==> config.mk <==
export PLATFORM = sky130hd
export DESIGN_NAME = case6_result_sink_flat
export DESIGN_NICKNAME = d
export VERILOG_FILES = /design/src/rtl/case6_result_sink_pkg.sv /design/src/rtl/case6_result_sink_if.sv /design/src/rtl/case6_result_sink_fifo.sv /design/src/rtl/case6_result_sink.sv /design/src/flat_wrapper.sv
export SDC_FILE = /design/constraint.sdc
export NUM_CORES = 1
export LEC_CHECK = 0
export CAP_MARGIN = 10
export CORE_ASPECT_RATIO = 1.75
export CORE_UTILIZATION = 49
export DETAILED_ROUTE_END_ITERATION = 8
export GPL_TIMING_DRIVEN = 0
export PLACE_DENSITY = 0.76
export SETUP_SLACK_MARGIN = 0.05
export SLEW_MARGIN = 30
export SYNTH_ARGS = -nofsm -noshare
export SYNTH_HDL_FRONTEND = slang
export SYNTH_SLANG_ARGS = --single-unit
==> constraint.sdc <==
create_clock -name clk -period 2 [get_ports clk]
set_input_delay 0.4 -clock clk [delete_from_list [all_inputs] [get_ports clk]]
set_output_delay 0.4 -clock clk [all_outputs]
set_load 0.005 [all_outputs]
==> src/rtl/case6_result_sink_pkg.sv <==
// Shared types for the case6 result sink: sample classes, FSM states and the
// classifier that maps a {y1,y2,y3} sample onto its class.
package case6_pkg;

    typedef enum logic [1:0] {
        CLS_NONE = 2'd0,
        CLS_BOTH = 2'd1,
        CLS_Y3   = 2'd2,
        CLS_ILL  = 2'd3
    } cls_e;

    typedef enum logic [1:0] {
        ST_IDLE = 2'd0,
        ST_RUN  = 2'd1,
        ST_DONE = 2'd2
    } state_e;

    // Only 000, 110 and 011 can come out of the case6 stage; anything else is illegal.
    function automatic cls_e classify(input logic y1, input logic y2, input logic y3);
        cls_e c;
        case ({y1, y2, y3})
            3'b000:  c = CLS_NONE;
            3'b110:  c = CLS_BOTH;
            3'b011:  c = CLS_Y3;
            default: c = CLS_ILL;
        endcase
        return c;
    endfunction

endpackage

==> src/rtl/case6_result_sink_if.sv <==
// Sample input handshake and class-code output handshake of the case6 result sink.
interface case6_result_sink_if;
    import case6_pkg::*;

    logic in_valid;
    logic in_ready;
    logic y1;
    logic y2;
    logic y3;
    logic out_valid;
    logic out_ready;
    cls_e out_code;

    modport master (
        output in_valid, y1, y2, y3, out_ready,
        input  in_ready, out_valid, out_code
    );

    modport slave (
        input  in_valid, y1, y2, y3, out_ready,
        output in_ready, out_valid, out_code
    );

endinterface

==> src/rtl/case6_result_sink_fifo.sv <==
// First-word fall-through FIFO of 2-bit class codes; a full FIFO refuses pushes
// even when a pop happens in the same cycle.
module case6_class_fifo
    import case6_pkg::*;
#(
    parameter int DEPTH = 4,
    parameter int CW    = $clog2(DEPTH) + 1
) (
    input  logic          clk,
    input  logic          rst_n,
    input  logic          push,
    input  cls_e          push_code,
    input  logic          pop,
    output cls_e          head_code,
    output logic          full,
    output logic          empty,
    output logic [CW-1:0] count
);

    localparam int AW = $clog2(DEPTH);

    cls_e          mem [DEPTH];
    logic [AW-1:0] wr_ptr;
    logic [AW-1:0] rd_ptr;
    logic          do_push;
    logic          do_pop;

    assign full      = (count == CW'(DEPTH));
    assign empty     = (count == '0);
    assign do_push   = push && !full;
    assign do_pop    = pop && !empty;
    // Storage is never reset, so mask the head while empty to keep the output defined.
    assign head_code = empty ? CLS_NONE : mem[rd_ptr];

    always_ff @(posedge clk) begin
        if (do_push) begin
            mem[wr_ptr] <= push_code;
        end
    end

    always_ff @(posedge clk or negedge rst_n) begin
        if (!rst_n) begin
            wr_ptr <= '0;
            rd_ptr <= '0;
            count  <= '0;
        end else begin
            if (do_push) begin
                wr_ptr <= wr_ptr + AW'(1);
            end
            if (do_pop) begin
                rd_ptr <= rd_ptr + AW'(1);
            end
            if (do_push && !do_pop) begin
                count <= count + CW'(1);
            end else if (do_pop && !do_push) begin
                count <= count - CW'(1);
            end
        end
    end

endmodule

==> src/rtl/case6_result_sink.sv <==
// Consumes case6 samples, classifies them, queues the class codes downstream and
// keeps saturating per-class counts over a window of WINDOW accepted samples.
module case6_result_sink
    import case6_pkg::*;
#(
    parameter int DEPTH  = 4,
    parameter int CNT_W  = 8,
    parameter int WINDOW = 16
) (
    input  logic               clk,
    input  logic               rst_n,
    input  logic               start,
    case6_result_sink_if.slave bus,
    output logic [CNT_W-1:0]   cnt_none,
    output logic [CNT_W-1:0]   cnt_both,
    output logic [CNT_W-1:0]   cnt_y3,
    output logic [CNT_W-1:0]   cnt_ill,
    output logic               window_done,
    output logic               illegal_seen
);

    // The window count is sized from WINDOW, not CNT_W, so it never saturates early.
    localparam int WW = $clog2(WINDOW + 1);
    localparam int CW = $clog2(DEPTH) + 1;

    state_e        state_q;
    state_e        state_d;
    cls_e          sample_cls;
    cls_e          head_code;
    logic          accept;
    logic          win_last;
    logic          fifo_full;
    logic          fifo_empty;
    logic [CW-1:0] fifo_count;
    logic          fifo_count_unused;
    logic [WW-1:0] win_cnt;

    function automatic logic [CNT_W-1:0] sat_inc(input logic [CNT_W-1:0] v);
        return (&v) ? v : v + CNT_W'(1);
    endfunction

    assign sample_cls        = classify(bus.y1, bus.y2, bus.y3);
    assign bus.in_ready      = (state_q == ST_RUN) && !fifo_full && !start;
    assign accept            = bus.in_valid && bus.in_ready;
    assign win_last          = (win_cnt == WW'(WINDOW - 1));
    assign window_done       = (state_q == ST_DONE);
    assign bus.out_valid     = !fifo_empty;
    assign bus.out_code      = head_code;
    assign fifo_count_unused = ^fifo_count;

    case6_class_fifo #(
        .DEPTH (DEPTH),
        .CW    (CW)
    ) u_fifo (
        .clk       (clk),
        .rst_n     (rst_n),
        .push      (accept),
        .push_code (sample_cls),
        .pop       (bus.out_ready),
        .head_code (head_code),
        .full      (fifo_full),
        .empty     (fifo_empty),
        .count     (fifo_count)
    );

    always_ff @(posedge clk or negedge rst_n) begin
        if (!rst_n) begin
            state_q <= ST_IDLE;
        end else begin
            state_q <= state_d;
        end
    end

    always_comb begin
        state_d = state_q;
        case (state_q)
            ST_IDLE: begin
                if (start) begin
                    state_d = ST_RUN;
                end
            end
            ST_RUN: begin
                if (!start && accept && win_last) begin
                    state_d = ST_DONE;
                end
            end
            ST_DONE: begin
                if (start) begin
                    state_d = ST_RUN;
                end
            end
            default: state_d = ST_IDLE;
        endcase
    end

    // accept already excludes start, so the clear branch never loses a sample it should count.
    always_ff @(posedge clk or negedge rst_n) begin
        if (!rst_n) begin
            win_cnt      <= '0;
            cnt_none     <= '0;
            cnt_both     <= '0;
            cnt_y3       <= '0;
            cnt_ill      <= '0;
            illegal_seen <= 1'b0;
        end else if (start) begin
            win_cnt      <= '0;
            cnt_none     <= '0;
            cnt_both     <= '0;
            cnt_y3       <= '0;
            cnt_ill      <= '0;
            illegal_seen <= 1'b0;
        end else if (accept) begin
            win_cnt <= win_cnt + WW'(1);
            case (sample_cls)
                CLS_NONE: cnt_none <= sat_inc(cnt_none);
                CLS_BOTH: cnt_both <= sat_inc(cnt_both);
                CLS_Y3:   cnt_y3   <= sat_inc(cnt_y3);
                default: begin
                    cnt_ill      <= sat_inc(cnt_ill);
                    illegal_seen <= 1'b1;
                end
            endcase
        end
    end

endmodule

==> src/flat_wrapper.sv <==
// flat-port wrapper written by rule: the top's interface ports become plain ports
module case6_result_sink_flat import case6_pkg::*;
#(
    parameter int DEPTH  = 4,
    parameter int CNT_W  = 8,
    parameter int WINDOW = 16
)
  (clk, rst_n, start, cnt_none, cnt_both, cnt_y3, cnt_ill, window_done, illegal_seen, bus_in_valid, bus_y1, bus_y2, bus_y3, bus_out_ready, bus_in_ready, bus_out_valid, bus_out_code);
  case6_result_sink_if bus_i ();
  input  logic clk;
  input  logic rst_n;
  input  logic start;
  output logic [CNT_W-1:0] cnt_none;
  output logic [CNT_W-1:0] cnt_both;
  output logic [CNT_W-1:0] cnt_y3;
  output logic [CNT_W-1:0] cnt_ill;
  output logic window_done;
  output logic illegal_seen;
  input wire logic [$bits(bus_i.in_valid)-1:0] bus_in_valid;
  input wire logic [$bits(bus_i.y1)-1:0] bus_y1;
  input wire logic [$bits(bus_i.y2)-1:0] bus_y2;
  input wire logic [$bits(bus_i.y3)-1:0] bus_y3;
  input wire logic [$bits(bus_i.out_ready)-1:0] bus_out_ready;
  output wire logic [$bits(bus_i.in_ready)-1:0] bus_in_ready;
  output wire logic [$bits(bus_i.out_valid)-1:0] bus_out_valid;
  output wire logic [$bits(bus_i.out_code)-1:0] bus_out_code;
  assign bus_i.in_valid = bus_in_valid;
  assign bus_i.y1 = bus_y1;
  assign bus_i.y2 = bus_y2;
  assign bus_i.y3 = bus_y3;
  assign bus_i.out_ready = bus_out_ready;
  assign bus_in_ready = bus_i.in_ready;
  assign bus_out_valid = bus_i.out_valid;
  assign bus_out_code = bus_i.out_code;
  case6_result_sink #(.DEPTH(DEPTH), .CNT_W(CNT_W), .WINDOW(WINDOW)) u_core (.clk(clk), .rst_n(rst_n), .start(start), .bus(bus_i), .cnt_none(cnt_none), .cnt_both(cnt_both), .cnt_y3(cnt_y3), .cnt_ill(cnt_ill), .window_done(window_done), .illegal_seen(illegal_seen));
endmodule
==> results.txt, run 1 <==
----------------------------------------------------
[Setup path]
  Required time at the endpoint of the critical path ... 2.24 ns
  Worst path slowest cell ... dfrtp_1
  Crit-path max cell delay ... 0.42 ns
  Startpoint type of the worst setup path ... register
  Count of buffering cells on the critical path with inverters included ... 3
  Setup crit end kind ... register
  Largest delay share family, worst path ... simple AND/OR/NAND/NOR gates
  Crit-path max FO ... 4
  Crit Path Category ... register to register
  Worst path arrival time ... 2.35 ns
  Series of cell instances along the critical path ... or3_4 -> buf_6 -> buf_6 -> nand2_4 -> ha_4 -> inv_2 -> fa_2 -> xor2_1 -> nor2_1 -> xor2_1

[Route]
  Initial DRT Pass Iterations ... 4
  Final routed DRC violation total ... 0
  WL final ... 7280 microns
  Via count normalized by instance count ... 5.84
  Overall via count from detail_route ... 2599
  Drt first-iter violations ... 110
  Count of antenna-violating nets left after detailed routing ... 0
  WL per Instance ... 16.4 microns

[Global routing]
  Total routing usage reported by global routing ... 23.0%
  Via count of the first global-routing pass ... 2437
  Global-route wire length before repair ... 11200 microns
  Antenna violations before repair ... 0
  Remaining Overflow, GRT ... 0
  Largest net degree at the start of global routing ... 48

[Cells and area]
  Nets ... 386
  Fill cells ... 458
  Post-route standard cell area excluding fillers ... 4110 sq um
  Sequential cell area in the final layout ... 1420 sq um
  Synthesis-to-layout area growth ... 36.9%
  Area taken by multi-input logic gates ... 1660 sq um
  Commonest cells after routing, fill and taps aside ... dfrtp_1 (41), clkdlybuf4s50_1 (35), buf_4 (26)
  Commonest non-fill, non-tap cell in the layout ... dfrtp_1
  Share of final-layout standard cells stronger than drive strength 1 ... 25.1%
  Number of inserted diodes ... 0

[Pwr]
  Clock network power share ... 19.9%
  Net Sw Power ... 919 uW
  Switching part of the total power ... 29.8%
  Gate power share ... 36.0%
  P_leak ... 1.65 nW
  Worst voltage drop across the vdd grid ... 0.000498 V
  Internal power component ... 2.16 mW
  Relative contribution of sequential cells to total power ... 44.1%
  Power per cell area ... 751 nW/um^2

[Clocking]
  Total clock buffers created by CTS ... 5
  TritonCTS clock tree ... built
  Maximum root-to-sink buffer count ... 2
  Clock slew at reported path FFs ... 0.10 ns
  Latest clock arrival within the worst-skew pair ... 0.31 ns
  Clk sink count ... 55
  Clock tree root buffer cell ... clkbuf_8
  H-Tree Level Count ... 2

[Timing]
  Unrepaired setup endpoints after global routing ... yes
  Fmax ... 473 MHz
  Final min period ... 2.11 ns
  Layout Skew ... 0.0108 ns
  Total negative setup slack ... -0.223 ns
  Share of the clock period used by the worst path after layout ... 106%
  Worst max-slew margin expressed relative to the limit ... 59.1%
  Final setup violation count ... 2
  Post-layout worst setup margin ... -0.112 ns
  Final Hold Violating Endpoints ... 0
  Final slew viol count ... 0
  Least-Margin Pin Slew ... 0.611 ns

[Synth]
  EDFF count, synth ... 8
  Flip-flop cell with the highest count after synthesis ... dfrtp_1
  Net count of the mapped netlist ... 308
  Synthesized area divided by synthesized cell count ... 10.4 sq um
  FF+latch count, synth ... 55
  Number of warnings printed during yosys synthesis ... 0
  Mapped cell area ... 3000 sq um
  Sequential share of the synthesized area ... 47.2%
  Synth async-reset ratio ... 85.5%
  Number of cells produced by synthesis ... 288
  Synth unique cells ... 50

[Floorplanning]
  Placeable Area ... 5880 sq um
  Initial Utilization ... 51.0%
  Width of the die ... 61.1 microns
  I/O pins ... 46
  Floorplan die area ... 6450 sq um
  Chip height ... 105 microns
  Num rows ... 37

[Place]
  Number of I/O port buffers ... 44
  DPL Wire Length ... 4710 microns
  GP Congestion ... 0.805
  Area after detailed placement ... 3570 sq um

[Run status]
  Run status ... finished with violations
  Violated checks ... setup timing

[Flow run]
  Max-capacitance violation count ... 0

[Min path]
  Path category of the worst min-delay check ... primary input to asynchronous set/reset pin

----------------------------------------------------
[cell families (layout without fill, tap and decap cells)]
logic type      after synthesis  in the layout  share of synthesized area (%)
xor+xnor                      9              9                           2.63
buf+inv                      25            104                           3.75
mux                          11             11                           4.76
flops                        55             55                           47.2
fa+ha+maj                    12             12                           5.26
compound gates               61             61                           13.0
simple gates                115            115                           23.4
[power by group through the flow]
stage,Sequential [mW],Combinational (mW),Clock (mW)
3_3_place_gp,1.39,0.652,0
3_5_place_dp,1.40,0.679,0
4_1_cts,1.36,0.887,0.639
5_1_grt,1.37,1.22,0.670
6_report,1.36,1.11,0.614
2_1_floorplan,1.37,0.445,0
[worst reg2reg max path: cells and delay by family, from the launching register on]
family / cells / cell delay (ns)
xor gates and xnor gates: 2 / 0.31
adders and majority gates: 2 / 0.45
buffers and inverters: 3 / 0.27
and+or+nand+nor: 3 / 0.58
DFF: 1 / 0.42
[per-stage QoR]
stage / std cells / hold slack [ns] / power, mW / util (%) / setup WS (ns)
3_5_place_dp: 410 / 0.459 / 2.08 / 60.8 / -0.626
5_1_grt: 445 / 0.136 / 3.26 / 69.8 / -0.170
3_3_place_gp: 410 / 0.482 / 2.05 / 60.8 / -0.868
4_1_cts: 436 / 0.111 / 2.89 / 65.8 / -0.121
2_1_floorplan: 288 / 0.104 / 1.82 / - / 0.00890
6_report: 445 / 0.0740 / 3.08 / 69.8 / -0.112
[state kept, by name (all words and copies together) (netlist names), 3 cells and up]
signal               flops
u_core.cnt_none          8
u_core.u_fifo.mem        8
u_core.cnt_ill           8
u_core.u_fifo.count      3
u_core.cnt_y3            8
u_core.win_cnt           5
u_core.cnt_both          8
[area by class of cell]
class | instances | area share (%)
Buffer | 15 | 2.96
Sequential cell | 55 | 34.7
Clock inverter | 3 | 0.488
Clock buffer | 5 | 1.68
Timing Repair Buffer | 72 | 16.4
Multi-Input combinational cell | 208 | 40.4
Tap cell | 78 | 2.38
Inverter | 9 | 1.01
[final timing paths]
kind	from	end	slack (ns)	cells after the start
hold / removal	rst_n	u_core.u_fifo.rd_ptr[1]	0.07	1
min in group clk	bus_y2	u_core.cnt_none[0]	0.50	3
max in group asynchronous	rst_n	u_core.state_q[0]	1.48	1
hold reg to reg	u_core.win_cnt[2]	u_core.win_cnt[2]	0.51	1
setup reg to reg	u_core.u_fifo.count[2]	u_core.u_fifo.count[2]	-0.11	10
setup / recovery	u_core.u_fifo.count[2]	u_core.u_fifo.count[2]	-0.11	10
[synthesized netlist by cell type, types with 2 or more instances]
library cell / number / area (sq um)
or4_1: 13 / 97.6
o21ai_1: 11 / 55.1
a21oi_1: 20 / 100
or3_1: 6 / 37.5
or3b_1: 2 / 17.5
mux2_2: 2 / 22.5
nor2b_1: 4 / 25.0
nand3_1: 16 / 80.1
a211o_1: 2 / 17.5
inv_1: 8 / 30.0
a21o_1: 2 / 15.0
and4_1: 3 / 26.3
nand4bb_1: 2 / 22.5
and3_1: 13 / 81.3
and2_1: 4 / 25.0
nand2_1: 15 / 56.3
o21a_1: 2 / 15.0
mux2i_1: 3 / 30.0
xnor2_1: 6 / 52.6
o311ai_1: 2 / 17.5
ha_1: 11 / 138
buf_6: 2 / 22.5
o41ai_1: 4 / 35.0
clkbuf_1: 11 / 41.3
mux4_2: 2 / 45.0
nor4_1: 8 / 50.1
mux2_1: 4 / 45.0
dfrtp_1: 47 / 1180
nand4_1: 7 / 43.8
o31ai_1: 13 / 97.6
nor3_1: 3 / 15.0
nand2b_1: 4 / 25.0
buf_2: 3 / 15.0
edfxtp_1: 8 / 240
nor2_1: 7 / 26.3
o31a_1: 2 / 17.5
xor2_1: 3 / 26.3
[metal layers]
metal	global-route usage, %	vias to the layer above	wire length [microns]	share of wire (%)
met5	0	-	0	0
met4	8.93	0	175	2.4
met3	3.44	14	235	3.2
met2	40.1	73	4010	55
met1	27.1	1263	2860	39
li1	-	1249	-	-
[timing repair]
action,4_1_cts,5_1_grt
pin swaps,10,9
gates cloned,1,1
hold buffers,0,0
buffers inserted,17,10
hold endpoints to repair,0,0
endpoints found under the setup margin,36,29
resized for setup,37,47
Note: power is estimated with default switching activity, not from simulation.
==> inputs of run 2 (changes only) <==
--- a/config.mk
+++ b/config.mk
@@ -5,9 +5,9 @@
 export SDC_FILE = /design/constraint.sdc
 export NUM_CORES = 1
 export LEC_CHECK = 0
-export CAP_MARGIN = 10
+export CAP_MARGIN = 15
 export CORE_ASPECT_RATIO = 1.75
-export CORE_UTILIZATION = 49
+export CORE_UTILIZATION = 51
 export DETAILED_ROUTE_END_ITERATION = 8
 export GPL_TIMING_DRIVEN = 0
 export PLACE_DENSITY = 0.76
==> constraint.sdc (replaced) <==
create_clock -name clk -period 2.3 [get_ports clk]
set_input_delay 0.46 -clock clk [delete_from_list [all_inputs] [get_ports clk]]
set_output_delay 0.46 -clock clk [all_outputs]
set_load 0.005 [all_outputs]
==> run 2 against run 1 <==
  * The flow now finishes without violations
  * Hold slack gained 0.071 ns
  * Critical path depth is the same
  * Sequential share of layout area rose by 3.2 points
  * Total power down 24%
  * Largest cell class unchanged
  * Largest power group unchanged
==> results.txt, run 2 (synthesis gave the netlist of run 1 again) <==
----------------------------------------------------
[Run status]
  Run status ... completed

[Clocking]
  Latest clock arrival within the worst-skew pair ... 0.31 ns (about the same)
  H-Tree Level Count ... 2 (unchanged)
  Clock tree root buffer cell ... clkbuf_8
  Total clock buffers created by CTS ... 5 (unchanged)
  Count of hold-fix buffers inserted at cts ... 0 (unchanged)
  Clock slew at reported path FFs ... 0.09 ns (about the same)
  Maximum root-to-sink buffer count ... 2 (unchanged)
  Clk sink count ... 55 (unchanged)
  TritonCTS clock tree ... built

[Global routing]
  Via count of the first global-routing pass ... 2422 (-0.62%)
  Total routing usage reported by global routing ... 23.7% (+0.71 points)
  Remaining Overflow, GRT ... 0 (unchanged)
  Global-route wire length before repair ... 11100 microns (-0.25%)
  Largest net degree at the start of global routing ... 48 (unchanged)
  Antenna violations before repair ... 0 (unchanged)

[Cells and area]
  Fill cells ... 463 (+1.1%)
  Post-Route Utilization ... 66.6% (-3.2 points)
  Nets ... 368 (-4.7%)
  Area taken by multi-input logic gates ... 1510 sq um (-8.7%)
  Post-route standard cell area excluding fillers ... 3750 sq um (-8.7%)
  Sequential cell area in the final layout ... 1420 sq um (-0.18%)
  Synthesis-to-layout area growth ... 25.0%
  Number of inserted diodes ... 0 (unchanged)
  Commonest cells after routing, fill and taps aside ... dfrtp_1 (43), clkdlybuf4s50_1 (40), a21oi_1 (20)
  Commonest non-fill, non-tap cell in the layout ... dfrtp_1
  Share of final-layout standard cells stronger than drive strength 1 ... 13.2% (-12 points)

[Setup path]
  Crit-path max cell delay ... 0.48 ns (+0.06 ns)
  Required time at the endpoint of the critical path ... 2.54 ns (+0.30 ns)
  Setup crit end kind ... register
  Crit-path max FO ... 4 (unchanged)
  Worst path slowest cell ... clkdlybuf4s50_1
  Critical Path Most Common Cell ... xor2_1
  Series of cell instances along the critical path ... clkdlybuf4s50_1 -> and4bb_2 -> nand2_4 -> inv_8 -> ha_2 -> inv_1 -> fa_1 -> xor2_1 -> nor2_1 -> xor2_1
  Crit Path Category ... primary input to register
  Worst path arrival time ... 2.47 ns (+0.12 ns)
  Startpoint type of the worst setup path ... primary input

[Route]
  Overall via count from detail_route ... 2532 (-2.6%)
  WL final ... 6700 microns (-8.0%)
  Drt first-iter violations ... 87 (-21%)
  Count of antenna-violating nets left after detailed routing ... 0 (unchanged)
  WL per Instance ... 15.8 microns (-3.6%)
  Initial DRT Pass Iterations ... 4 (unchanged)
  Final routed DRC violation total ... 0 (unchanged)
  Via count normalized by instance count ... 5.96 (+2.0%)

[Pwr]
  Worst voltage drop across the vdd grid ... 0.000384 V (-23%)
  P_leak ... 1.52 nW (-7.7%)
  Power per cell area ... 628 nW/um^2 (-16%)
  Overall power after layout ... 2.35 mW (-24%)

[Place]
  Area after detailed placement ... 3530 sq um (-1.1%)
  Setup WS pre-CTS ... -0.691 ns (-0.0650 ns)
  DPL Wire Length ... 4770 microns (+1.2%)
  Number of I/O port buffers ... 44 (unchanged)
  GP Congestion ... 0.839 (+4.2%)

[Timing]
  Final Hold Violating Endpoints ... 0 (unchanged)
  Fmax ... 449 MHz
  Final slew viol count ... 0 (unchanged)
  Layout Skew ... 0.00451 ns (-0.00630 ns)
  Unrepaired setup endpoints after global routing ... yes
  Final setup violation count ... 0 (-2)
  Post-layout worst setup margin ... 0.0705 ns (+0.183 ns)
  Post-Route Hold Slack ... 0.145 ns (+0.0710 ns)
  Worst max-slew margin expressed relative to the limit ... 53.7% (-5.4 points)
  Final min period ... 2.23 ns
  Least-Margin Pin Slew ... 0.690 ns (+0.0790 ns)
  Share of the clock period used by the worst path after layout ... 96.9%

[Floorplanning]
  Initial Utilization ... 53.3% (+2.3 points)
  Placeable Area ... 5630 sq um (-4.2%)
  Width of the die ... 60.0 microns (-1.9%)
  I/O pins ... 46 (unchanged)
  Floorplan die area ... 6200 sq um (-3.8%)
  Chip height ... 103 microns (-1.9%)
  Num rows ... 36 (-2.7%)

[Flow run]
  Max-capacitance violation count ... 0 (unchanged)

[Min path]
  Path category of the worst min-delay check ... primary input to asynchronous set/reset pin

----------------------------------------------------
-- run 2: changes by cell type in the layout (fill, tap and decap cells not counted), moves of 3 or more --
cell	previous run	this run
clkbuf_1	4	7
buf_4	26	11
clkinv_2	0	3
a21oi_2	3	0
clkdlybuf4s50_1	35	40
buf_6	10	2
buf_2	1	4
a21oi_1	17	20
-- run 2: worst paths after layout --
path / start / endpoint / slack [ns] / cells past startpoint
setup reg to reg: u_core.u_fifo.count[0] / u_core.u_fifo.count[2] / 0.14 / 8
setup / recovery: bus_in_valid / u_core.u_fifo.count[2] / 0.07 / 10
max in group asynchronous: rst_n / u_core.u_fifo.rd_ptr[0] / 1.70 / 1
hold / removal: rst_n / u_core.cnt_both[1] / 0.14 / 1
min in group clk: u_core.cnt_none[7] / u_core.cnt_none[7] / 0.50 / 1
hold reg to reg: u_core.cnt_none[7] / u_core.cnt_none[7] / 0.50 / 1
-- run 2: critical path, delay by kind of cell --
kind | cells | cell delay, ns
buffers and inverters | 3 | 0.61
adder cells (fa/ha/maj) | 2 | 0.59
AND/OR/NAND/NOR | 3 | 0.50
XOR/XNOR | 2 | 0.30
-- run 2: final cells by class --
cell class,count,area share [%]
sequential,55,37.9
timing repair buffer,54,13.7
multi-input combinational,208,40.4
tap,76,2.54
clock buffer,5,1.84
clock inverter,3,0.400
buffer,15,2.17
inverter,9,1.10
-- run 2: what timing repair did --
item,in CTS,in global routing
setup endpoints to repair,15,14
resized for setup,10,17
pin swaps,1,1
buffers inserted,4,6
-- run 2: report_power, final --
part	internal, mW	switching (mW)	total [mW]
sequential	1.09	0.0903	1.18
clock	0.209	0.309	0.518
combinational	0.353	0.299	0.652
-- run 2: metrics by stage --
stage,instances,setup TNS [ns]
after floorplan,288,0
after global placement,408,-36.73
after detailed placement,408,-9.74
after CTS,419,0
after global routing,425,-0.0166
final,425,0
-- run 2: per-layer routing --
layer  up-vias  GRT usage [%]  wire [microns]
li1       1218              -               -
met1      1256           27.4            2680
met2        50           42.3            3690
met3         8           4.10             218
met4         0           9.66             114
met5         -              0               0
